### src/rtl/fifo_wr_arbiter_pkg.sv
// Shared definitions for the fifo_sync write-port arbiter: FSM state codes and
// the round-robin winner search used by rr_picker.
package fifo_arb_pkg;

   localparam logic [0:0] ST_IDLE  = 1'b0;
   localparam logic [0:0] ST_GRANT = 1'b1;

   // Upper bound on requesters handled by next_rr; request vectors are zero-extended to it.
   localparam int unsigned RR_MAX_REQ = 32;

   // First valid index strictly after grant_id, wrapping modulo num_req; falls back
   // to grant_id when nothing is valid (callers qualify with |req_valid).
   function automatic int unsigned next_rr(
      input int unsigned               grant_id,
      input logic [RR_MAX_REQ-1:0]     req_valid,
      input int unsigned               num_req
   );
      int unsigned idx;
      int unsigned win;
      logic        found;
      win   = grant_id;
      found = 1'b0;
      for (int unsigned k = 1; k <= num_req; k++) begin
         idx = (grant_id + k) % num_req;
         if (!found && req_valid[idx]) begin
            win   = idx;
            found = 1'b1;
         end
      end
      return win;
   endfunction

endpackage

### src/rtl/fifo_wr_arbiter_rr_picker.sv
// Combinational round-robin search: the winner is the first valid requester
// after the most recent grantee, wrapping at NUM_REQ.
module rr_picker
   import fifo_arb_pkg::*;
#(
   parameter int NUM_REQ  = 4,
   parameter int ID_WIDTH = $clog2(NUM_REQ)
) (
   input  logic [NUM_REQ-1:0]  i_req_valid,
   input  logic [ID_WIDTH-1:0] i_grant_id,
   output logic [ID_WIDTH-1:0] o_win_id,
   output logic                o_win_valid
);

   logic [RR_MAX_REQ-1:0] w_req_ext;

   assign w_req_ext   = RR_MAX_REQ'(i_req_valid);
   assign o_win_id    = ID_WIDTH'(next_rr(32'(i_grant_id), w_req_ext, NUM_REQ));
   assign o_win_valid = |i_req_valid;

endmodule

### src/rtl/fifo_wr_arbiter.sv
// Round-robin, packet-locked arbiter sharing one fifo_sync write port among
// NUM_REQ requesters; never writes while the FIFO reports full.
module fifo_wr_arbiter
   import fifo_arb_pkg::*;
#(
   parameter int DATA_WIDTH = 16,
   parameter int NUM_REQ    = 4,
   parameter int MAX_BURST  = 8,
   parameter int ID_WIDTH   = $clog2(NUM_REQ),
   parameter int CNT_WIDTH  = $clog2(MAX_BURST + 1)
) (
   input  logic                          i_clk,
   input  logic                          i_rst,
   input  logic                          i_enable,
   input  logic [NUM_REQ-1:0]            i_req_valid,
   input  logic [NUM_REQ-1:0]            i_req_last,
   input  logic [NUM_REQ*DATA_WIDTH-1:0] i_req_data,
   output logic [NUM_REQ-1:0]            o_req_ready,
   output logic [DATA_WIDTH-1:0]         o_fifo_wr_data,
   output logic                          o_fifo_wr_en,
   input  logic                          i_fifo_full,
   output logic                          o_grant_valid,
   output logic [ID_WIDTH-1:0]           o_grant_id,
   output logic [CNT_WIDTH-1:0]          o_beat_cnt
);

   logic [0:0]           r_state;
   logic [ID_WIDTH-1:0]  r_grant_id;
   logic [CNT_WIDTH-1:0] r_beat_cnt;

   logic [ID_WIDTH-1:0]   w_win_id;
   logic                  w_win_valid;
   logic                  w_in_grant;
   logic                  w_accept_ok;
   logic                  w_sel_valid;
   logic                  w_sel_last;
   logic [DATA_WIDTH-1:0] w_sel_data;
   logic                  w_burst_end;
   logic                  w_release;

   rr_picker #(
      .NUM_REQ  (NUM_REQ),
      .ID_WIDTH (ID_WIDTH)
   ) u_rr_picker (
      .i_req_valid (i_req_valid),
      .i_grant_id  (r_grant_id),
      .o_win_id    (w_win_id),
      .o_win_valid (w_win_valid)
   );

   // Select the grantee's lane; indices >= NUM_REQ never match and yield zeros.
   always_comb begin
      w_sel_valid = 1'b0;
      w_sel_last  = 1'b0;
      w_sel_data  = '0;
      for (int i = 0; i < NUM_REQ; i++) begin
         if (r_grant_id == ID_WIDTH'(i)) begin
            w_sel_valid = i_req_valid[i];
            w_sel_last  = i_req_last[i];
            w_sel_data  = i_req_data[i*DATA_WIDTH +: DATA_WIDTH];
         end
      end
   end

   assign w_in_grant  = (r_state == ST_GRANT);
   // Reset suppresses the handshake so a beat presented on the reset edge is not written.
   assign w_accept_ok = w_in_grant & ~i_fifo_full & ~i_rst;

   always_comb begin
      o_req_ready = '0;
      for (int i = 0; i < NUM_REQ; i++) begin
         if (r_grant_id == ID_WIDTH'(i)) begin
            o_req_ready[i] = w_accept_ok;
         end
      end
   end

   assign o_fifo_wr_en   = w_accept_ok & w_sel_valid;
   assign o_fifo_wr_data = w_in_grant ? w_sel_data : '0;

   assign w_burst_end = ((r_beat_cnt + CNT_WIDTH'(1)) == CNT_WIDTH'(MAX_BURST));
   assign w_release   = o_fifo_wr_en & (w_sel_last | w_burst_end);

   always_ff @(posedge i_clk) begin
      if (i_rst) begin
         r_state    <= ST_IDLE;
         r_grant_id <= ID_WIDTH'(NUM_REQ - 1);
         r_beat_cnt <= '0;
      end else begin
         case (r_state)
            ST_IDLE: begin
               if (i_enable && w_win_valid) begin
                  r_grant_id <= w_win_id;
                  r_beat_cnt <= '0;
                  r_state    <= ST_GRANT;
               end
            end
            ST_GRANT: begin
               if (o_fifo_wr_en) begin
                  r_beat_cnt <= r_beat_cnt + CNT_WIDTH'(1);
               end
               if (w_release) begin
                  r_state <= ST_IDLE;
               end
            end
            default: r_state <= ST_IDLE;
         endcase
      end
   end

   assign o_grant_valid = w_in_grant;
   assign o_grant_id    = r_grant_id;
   assign o_beat_cnt    = r_beat_cnt;

endmodule

### config.mk
export PLATFORM = sky130hd
export DESIGN_NAME = fifo_wr_arbiter
export DESIGN_NICKNAME = d
export VERILOG_FILES = /design/src/rtl/fifo_wr_arbiter_pkg.sv /design/src/rtl/fifo_wr_arbiter_rr_picker.sv /design/src/rtl/fifo_wr_arbiter.sv
export SDC_FILE = /design/constraint.sdc
export NUM_CORES = 1
export LEC_CHECK = 0
export BUFFER_PORTS_ARGS = -buffer_cell sky130_fd_sc_hd__buf_2
export CORE_MARGIN = 2
export CORE_UTILIZATION = 35
export CTS_CLUSTER_SIZE = 20
export DETAILED_ROUTE_END_ITERATION = 7
export PLACE_DENSITY_LB_ADDON = 0.05
export SKIP_CTS_REPAIR_TIMING = 1
export SLEW_MARGIN = 0
export SYNTH_ARGS = -nofsm -noshare
export SYNTH_HDL_FRONTEND = slang
export SYNTH_HIERARCHICAL = 1
export SYNTH_SLANG_ARGS = --single-unit
export TNS_END_PERCENT = 20
### constraint.sdc
create_clock -name i_clk -period 2 [get_ports i_clk]
set_input_delay 0.1 -clock i_clk [delete_from_list [all_inputs] [get_ports i_clk]]
set_output_delay 0.1 -clock i_clk [all_outputs]
set_load 0.01 [all_outputs]
==> metrics.md, run 1 <==
| Metric | Value |
|---|---|
| Result of the run | `complete, no violations` |
| Skew final | `0.00865 ns` |
| Most frequent cells in the layout | `buf_2 (103), mux4_2 (17), and2_1 (16), nand2_1 (8), dfxtp_1 (7)` |
| Placement Setup Slack | `between 0.3 and 0.4 ns` |
| Switching share of total power | `0.313` |
| Avg Cell Area, Syn | `approximately 10 µm²` |
| Post-Synthesis Net Count | `about 170` |
| Final number of setup-violating endpoints | `0` |
| DRT Wirelength | `3.11 mm` |
| Number of standard cells after synthesis | `95` |
| Clock network power share | `0.202` |
| CTS H-tree lvls | `1` |
| First-pass GRT wire length | `around 5.0 mm` |
| Most frequent standard cell in the layout excluding fill and tap cells | `buf_2` |
| DP HPWL | `2.62 mm` |
| Placer's final routability congestion estimate | `0.736` |
| CP Capture Point | `o_fifo_wr_data[1]` |
| Vias in the first global route | `1,155` |
| Fraction of registers with async set or reset after synthesis | `0` |
| Crit Reg-Reg Startpoint | `o_grant_id[1]` |
| Initial DRC count | `between 40 and 50` |
| Number of synthesized flops with an enable pin | `0` |
| Cell count of the worst reg-to-reg path | `5` |
| Number of slew-limit violations in the final report | `0` |
| Maximum resistive drop on vdd | `approximately 500 µV` |
| Worst relative slew slack | `0.778` |
| Initial standard-cell utilization of the core | `0.364` |
| Startpoint types | `flop` |
| Synth Cell Area | `986 µm²` |
| Fin. Hold Viols | `0` |
| Post-detailed-route DRC marker count | `0` |
| Share of the yosys chip area belonging to registers | `0.142` |
| Post-layout minimum cycle time | `1.74 ns` |
| Data required time at the worst endpoint | `1.90 ns` |
| Worst reg2reg endpoint | `o_beat_cnt[2]` |
| Routed Antenna Nets | `0` |
| Routed vias/inst | `5.09` |
| Relative contribution of sequential cells to total power | `0.244` |
| Top FF cell, synth | `dfxtp_1` |
| Overall global routing resource usage | `0.189` |
| Die Footprint | `3260 µm²` |
| Die Wd | `57.1 µm` |
| Maximum fanout count along the critical path | `8` |
| Port Buffer Count | `103` |
| CTS clock-pin slew for the worst setup and hold paths | `0.05 ns` |
| Area of the core region | `around 2700 µm²` |
| Post-synthesis to final-layout area growth | `60.3%` |
| Power dissipated by switching net loads | `~0.2 mW` |
| Number of synthesized register bits | `7` |
| Average detailed-routed wire length per instance | `13.5 µm` |
| Max-cap check violation count | `0` |
| Setup slack on the worst flop-to-flop path | `0.33 ns` |
| Initial antenna violation count | `0` |
| Internal power summed over all cells | `roughly 0.43 mW` |
| Combinational group share of total power | `0.554` |
| Sink Count | `7` |
| Arrival time of the worst setup path | `1.64 ns` |
| Number of iterations in the first detailed-routing pass | `4` |
| Fraction of final layout cells sized beyond drive strength 1 | `0.670` |
| Top-level port count | `104` |
| Critical path origin | `o_grant_id[0]` |
| Class of the tightest hold or removal check | `in -> reg` |
| Worst Slack Setup Final | `0.258 ns` |
| Num CTS Buffers | `3` |
| Clock tree from TritonCTS | `built` |
| Crit Path Category | `reg -> out` |
| CTS Buffer Depth | `2` |
| Yosys warns | `6` |
| Floorplan row count | `19` |
| Vias post-DR | `1,176` |
| Final TNS setup | `0 ns` |
| Height of the chip | `approximately 57 µm` |
| Kind of end point of the critical path | `primary output` |
| Highest attainable clock frequency | `~570 MHz` |
| Leakage power of the design | `0.854 nW` |
| Number of inserted diodes | `0` |
| Power after layout | `0.621 mW` |
| Pin slew with the least headroom to its limit | `0.331 ns` |
| Power per unit of standard cell area | `393 nW/µm²` |
| Fraction of the cycle the final worst path needs | `0.871` |
| Root Driver | `clkbuf_4` |
| Pin count of the biggest net entering global routing | `27` |
| Latest clock arrival within the worst-skew pair | `0.25 ns` |
| Number of nets in the layout | `278` |
| FILL cells | `~260` |
| Post-synthesis cell type count | `33` |
| Setup repair after global routing missed its margin | `no` |
| Total global routing overflow | `0` |
[metrics by stage]
| stage | hold WS (ns) | instances | instance area, µm² | util |
|---|---|---|---|---|
| after floorplan | 0.169 | 95 | 986 | - |
| after global placement | 0.362 | 227 | 1550 | 0.573 |
| after detailed placement | 0.364 | 227 | 1550 | 0.573 |
| after CTS | 0.100 | 231 | 1580 | 0.583 |
| after global routing | 0.118 | 231 | 1580 | 0.583 |
| final | 0.108 | 231 | 1580 | 0.583 |
[power groups by stage]
stage	combinational [mW]	clock [mW]	sequential [mW]
3_5_place_dp	0.348	0	0.154
2_1_floorplan	0.198	0	0.163
5_1_grt	0.376	0.140	0.153
4_1_cts	0.349	0.131	0.152
3_3_place_gp	0.341	0	0.154
6_report	0.344	0.126	0.152
[kinds of logic after synthesis]
kind of cell | share of synthesized area
flip-flops | 0.142
XOR/XNOR | 0.0178
AND/OR/NAND/NOR | 0.242
adder cells (fa/ha/maj) | 0.0127
multiplexers | 0.430
buffers and inverters | 0.0495
AO/OA/AOI/OAI | 0.105
[area by class of cell]
cell class	instances	area, µm²	area share
multi-input combinational	78	797	0.504
timing repair buffer	107	558	0.353
sequential	7	140	0.0887
tap	31	38.8	0.0245
clock buffer	4	26.3	0.0166
inverter	4	20.0	0.0127
[critical path: stages (launching register included)]
cell     delay, ns
dfxtp_1       0.37
buf_4         0.22
mux4_2        0.50
and2_1        0.16
buf_2         0.13
[state kept, by name, summed over array words and instances, names as in the netlist]
signal	count
o_beat_cnt	4
o_grant_id	2
o_grant_valid	1
[routing by layer]
layer	part of all wire	GRT usage	routed length, µm	vias up
li1	-	-	-	579
met1	0.38	0.221	1180	541
met2	0.52	0.360	1630	54
met3	0.090	0.0431	281	2
met4	0.0045	0.0233	14	0
met5	0	0	0	-
[cell usage after synthesis (2+ instances only)]
| cell type | instances | area (µm²) |
|---|---|---|
| a21oi_1 | 4 | 20.0 |
| and2_1 | 16 | 100 |
| buf_2 | 2 | 10.0 |
| clkbuf_1 | 3 | 11.3 |
| dfxtp_1 | 7 | 140 |
| inv_1 | 3 | 11.3 |
| mux2i_1 | 3 | 30.0 |
| mux4_2 | 17 | 383 |
| nand2_1 | 8 | 30.0 |
| nor2_1 | 6 | 22.5 |
| nor3_1 | 2 | 10.0 |
| nor3b_1 | 2 | 15.0 |
| xnor2_1 | 2 | 17.5 |
[worst min-delay path by stage]
| stage | startpoint | end | depth (start not counted) | slack (ns) |
|---|---|---|---|---|
| 3_5_place_dp | i_rst | o_beat_cnt[1] | 2 | 0.36 |
| 6_report | i_rst | o_grant_valid | 2 | 0.11 |
| 3_3_place_gp | i_rst | o_beat_cnt[1] | 2 | 0.36 |
| 2_1_floorplan | i_rst | o_beat_cnt[1] | 1 | 0.17 |
| 5_1_grt | i_rst | o_beat_cnt[1] | 2 | 0.12 |
| 4_1_cts | i_rst | o_grant_valid | 2 | 0.10 |
Power figures use the tool's default switching activity.
==> inputs of run 2 (changes only) <==
Settings changed: REMOVE_ABC_BUFFERS set to 1.
==> metrics.md, run 2 (synthesis results as in run 1) <==
| Metric | Value |
|---|---|
| Result of the run | `complete, no violations` |
| Post-layout minimum cycle time | `1.90 ns` |
| Die Footprint | `3260 µm²` |
| Number of slew-limit violations in the final report | `0` |
| Floorplan row count | `19` |
| Post-detailed-route DRC marker count | `0` |
| Data required time at the worst endpoint | `roughly 1.9 ns` |
| Switching share of total power | `0.318` |
| Height of the chip | `57.1 µm` |
| Setup repair after global routing missed its margin | `no` |
| Internal power summed over all cells | `0.425 mW` |
| Class of the tightest hold or removal check | `in -> reg` |
| Max-cap check violation count | `0` |
| Routed Antenna Nets | `0` |
| Worst relative slew slack | `0.733` |
| Power per unit of standard cell area | `395 nW/µm²` |
| Maximum fanout count along the critical path | `7` |
| Placer's final routability congestion estimate | `0.780` |
| Worst Slack Setup Final | `0.0979 ns` |
| CTS clock-pin slew for the worst setup and hold paths | `0.05 ns` |
| Initial DRC count | `32` |
| Overall global routing resource usage | `0.193` |
| Power dissipated by switching net loads | `0.199 mW` |
| Number of inserted diodes | `0` |
| DRT Wirelength | `around 3.3 mm` |
| Port Buffer Count | `103` |
| Num CTS Buffers | `3` |
| Fraction of final layout cells sized beyond drive strength 1 | `0.672` |
| Most frequent standard cell in the layout excluding fill and tap cells | `buf_2` |
| Clock tree from TritonCTS | `built` |
| Placement Setup Slack | `0.316 ns` |
| Startpoint types | `flop` |
| Most frequent cells in the layout | `buf_2 (103), mux4_2 (17), and2_1 (16), nand2_1 (8), dfxtp_1 (7)` |
| Largest register FFs | `4` |
| Area of the core region | `2710 µm²` |
| Highest attainable clock frequency | `around 530 MHz` |
| CTS H-tree lvls | `1` |
| Leakage power of the design | `approximately 0.85 nW` |
| Pin slew with the least headroom to its limit | `0.398 ns` |
| Fraction of the cycle the final worst path needs | `0.951` |
| Root Driver | `clkbuf_4` |
| Combinational group share of total power | `0.546` |
| Post-synthesis to final-layout area growth | `60.2%` |
| Relative contribution of sequential cells to total power | `0.247` |
| First-pass GRT wire length | `~5.0 mm` |
| Clock network power share | `0.207` |
| Routed vias/inst | `5.16` |
| Die Wd | `57.1 µm` |
| Skew final | `around 0.007 ns` |
| Vias in the first global route | `1,106` |
| Maximum resistive drop on vdd | `371 µV` |
| Fin. Hold Viols | `0` |
| Power after layout | `0.624 mW` |
| Kind of end point of the critical path | `primary output` |
| Initial antenna violation count | `0` |
| Total global routing overflow | `0` |
| Initial standard-cell utilization of the core | `0.364` |
| Vias post-DR | `1,198` |
| Number of iterations in the first detailed-routing pass | `4` |
| Pin count of the biggest net entering global routing | `27` |
| Final number of setup-violating endpoints | `0` |
| DP HPWL | `2.84 mm` |
| CTS Buffer Depth | `2` |
| Latest clock arrival within the worst-skew pair | `0.25 ns` |
| Sink Count | `7` |
| FILL cells | `250` |
| Average detailed-routed wire length per instance | `14.2 µm` |
| Top-level port count | `104` |
| Number of nets in the layout | `279` |
| Arrival time of the worst setup path | `1.80 ns` |
| Crit Path Category | `reg -> out` |
## run 2: cell types whose count changed in the layout (fill, tap and decap cells not counted)
cell and change:
buf_12 -1, buf_4 +1, buf_6 +1
## run 2: area by class of cell
type / count / area (µm²) / area share
sequential: 7 / 140 / 0.0887
clock buffer: 4 / 26.3 / 0.0166
inverter: 4 / 20.0 / 0.0127
multi-input combinational: 78 / 797 / 0.505
timing repair buffer: 108 / 557 / 0.353
tap: 31 / 38.8 / 0.0246
## run 2: power by group through the flow
stage                     Sequential (mW)  Combinational (mW)  Clock, mW
final                               0.154               0.341      0.129
after global routing                0.155               0.371      0.142
after CTS                           0.154               0.344      0.135
after detailed placement            0.157               0.344          0
after global placement              0.157               0.334          0
after floorplan                     0.190               0.164          0
## run 2: worst paths after layout
kind / cells past startpoint / to / slack (ns) / from
max: 4 / o_fifo_wr_data[13] / 0.1 / o_grant_id[0]
min reg2reg: 2 / o_beat_cnt[1] / 0.54 / o_beat_cnt[1]
max reg2reg: 5 / o_beat_cnt[0] / 0.32 / o_grant_id[0]
min: 2 / o_beat_cnt[1] / 0.11 / i_rst
## run 2: critical path, cell delays in order, from the launching register on
cell and delay [ns]:
dfxtp_1 0.49, buf_4 0.24, mux4_2 0.50, and2_1 0.17, buf_2 0.13
## run 2: routing by layer
metal  part of all wire  track usage  vias up
met1               0.37        0.217      560
met5                  0            0        -
met4              0.012       0.0598        0
met2               0.53        0.366       56
li1                   -            -      577
met3              0.089       0.0340        5
## run 2: stage by stage
| stage | instances | TNS [ns] | area [µm²] | util | hold slack, ns |
|---|---|---|---|---|---|
| 5_1_grt | 232 | 0 | 1580 | 0.583 | 0.127 |
| 4_1_cts | 232 | 0 | 1580 | 0.581 | 0.104 |
| 6_report | 232 | 0 | 1580 | 0.583 | 0.107 |
| 3_3_place_gp | 228 | 0 | 1550 | 0.572 | 0.355 |
| 2_1_floorplan | 89 | -1.21 | 957 | - | 0.169 |
| 3_5_place_dp | 228 | 0 | 1550 | 0.572 | 0.371 |
==> inputs of run 3 (changes only) <==
Settings changed: SETUP_SLACK_MARGIN set to 0.15.
==> metrics.md, run 3 (synthesis results as in run 1) <==
| Metric | Value |
|---|---|
| Root Driver | `clkbuf_4` |
| Final core area utilization | `0.583` |
| Cell count of the worst reg-to-reg path | `5` |
| Num CTS Buffers | `3` |
| Number of iterations in the first detailed-routing pass | `4` |
| Post-synthesis to final-layout area growth | `60.3%` |
| Port Buffer Count | `103` |
| Initial DRC count | `32` |
| Leakage power of the design | `0.854 nW` |
| Vias in the first global route | `around 1.1k` |
| Initial standard-cell utilization of the core | `0.364` |
| Average detailed-routed wire length per instance | `~14 µm` |
| Post-detailed-route DRC marker count | `0` |
| Critical path origin | `o_grant_id[0]` |
| Power per unit of standard cell area | `a little under 400 nW/µm²` |
| Routed vias/inst | `5.16` |
| Height of the chip | `57.1 µm` |
| Initial antenna violation count | `0` |
| FILL cells | `250` |
| Setup slack on the worst flop-to-flop path | `between 0.3 and 0.4 ns` |
| Latest clock arrival within the worst-skew pair | `around 0.25 ns` |
| Top-level port count | `104` |
| CTS Buffer Depth | `2` |
| Combinational group share of total power | `0.545` |
| Highest cell delay on the worst timing path | `~0.5 ns` |
| Overall global routing resource usage | `0.193` |
| Switching share of total power | `0.318` |
| Crit Path Category | `reg -> out` |
| Number of inserted diodes | `0` |
| Skew final | `0.00710 ns` |
| Worst reg2reg endpoint | `o_beat_cnt[2]` |
| Pin slew with the least headroom to its limit | `roughly 0.40 ns` |
| Power after layout | `0.625 mW` |
| Final TNS setup | `0 ns` |
| Vias post-DR | `between 1k and 1.5k` |
| Fraction of the cycle the final worst path needs | `0.894` |
| Largest register FFs | `4` |
| Placer's final routability congestion estimate | `around 0.78` |
| Highest attainable clock frequency | `between 500 and 600 MHz` |
| Routed Antenna Nets | `0` |
| Final Instance Area | `1580 µm²` |
| Internal power summed over all cells | `0.426 mW` |
| Sink Count | `7` |
| DP HPWL | `2.84 mm` |
| DRT Wirelength | `3.30 mm` |
| Number of nets in the layout | `279` |
| Max-cap check violation count | `0` |
| Maximum resistive drop on vdd | `approximately 370 µV` |
| Slowest-stage cell, CP | `mux4_2` |
| Placed insts | `228` |
| Post-layout minimum cycle time | `around 1.8 ns` |
| Clock tree from TritonCTS | `built` |
| Kind of end point of the critical path | `primary output` |
| Final standard cell count with taps included and fillers excluded | `232` |
| Data required time at the worst endpoint | `1.90 ns` |
| Setup repair after global routing missed its margin | `yes` |
| Maximum fanout count along the critical path | `7` |
| Power dissipated by switching net loads | `0.199 mW` |
| Most frequent standard cell in the layout excluding fill and tap cells | `buf_2` |
| Number of slew-limit violations in the final report | `0` |
| Die Wd | `57.1 µm` |
| Die Footprint | `3260 µm²` |
| Final number of setup-violating endpoints | `0` |
| Total global routing overflow | `0` |
| Multi-input combinational cell area | `797 µm²` |
| Clock network power share | `0.207` |
| Relative contribution of sequential cells to total power | `0.248` |
| Arrival time of the worst setup path | `1.69 ns` |
| Hold Path Cell Cnt | `2` |
| Sink of the worst hold path | `o_beat_cnt[1]` |
| Most frequent cells in the layout | `buf_2 (103), mux4_2 (17), and2_1 (16), nand2_1 (8)` |
| Class of the tightest hold or removal check | `in -> reg` |
| Crit Reg-Reg Startpoint | `o_grant_id[1]` |
| CTS clock-pin slew for the worst setup and hold paths | `0.05 ns` |
| Seq. cell area | `141 µm²` |
| CTS H-tree lvls | `1` |
| Fraction of final layout cells sized beyond drive strength 1 | `0.677` |
| First-pass GRT wire length | `between 4 and 5 mm` |
| Fin. Hold Viols | `0` |
| Startpoint types | `flop` |
| Worst relative slew slack | `0.733` |
| Result of the run | `complete, no violations` |
| Placed Area | `1550 µm²` |
| Sequence of cells on the critical path | `buf_4 > mux4_2 > and2_1 > buf_2` |
| Pin count of the biggest net entering global routing | `27` |
| Floorplan row count | `19` |
| Area of the core region | `approximately 2700 µm²` |
| Worst Hold Launch | `i_rst` |
## run 3: cell types whose count changed in the layout (fill, tap and decap cells not counted)
cell / before / now
dfxtp_1: 7 / 6
dfxtp_2: 0 / 1
## run 3: through the flow
| step | hold WS, ns | worst slack [ns] |
|---|---|---|
| 2_1_floorplan | 0.169 | -0.211 |
| 3_3_place_gp | 0.355 | 0.337 |
| 3_5_place_dp | 0.371 | 0.316 |
| 4_1_cts | 0.104 | 0.0256 |
| 5_1_grt | 0.127 | 0.136 |
| 6_report | 0.107 | 0.212 |
## run 3: power groups by stage
stage | Combinational [mW] | Clock, mW | Sequential [mW]
global route | 0.371 | 0.142 | 0.156
floorplan | 0.164 | 0 | 0.190
finish | 0.341 | 0.129 | 0.155
detailed placement | 0.344 | 0 | 0.157
global placement | 0.334 | 0 | 0.157
CTS | 0.344 | 0.135 | 0.154
## run 3: area by class of cell
cell class,instances,share of cell area
clock buffer,4,0.0166
tap,31,0.0245
timing repair buffer,108,0.352
inverter,4,0.0127
multi-input combinational,78,0.504
sequential,7,0.0895
## run 3: worst max-delay path: cells and delay by family (launching register included)
family        cells  cell delay, ns
buf+inv           2            0.34
simple gates      1            0.17
flops             1            0.41
mux               1            0.50
## run 3: worst max path at each step
stage and end:
2_1_floorplan o_beat_cnt[0], 3_3_place_gp o_fifo_wr_data[8], 3_5_place_dp o_fifo_wr_data[8], 4_1_cts o_fifo_wr_data[11], 5_1_grt o_fifo_wr_data[10], 6_report o_fifo_wr_data[13]
## run 3: per-layer routing
layer / up-vias / GRT usage / wire length, µm
li1: 577 / - / -
met1: 560 / 0.217 / 1210
met2: 56 / 0.366 / 1760
met3: 5 / 0.0340 / 295
met4: 0 / 0.0598 / 38
met5: - / 0 / 0
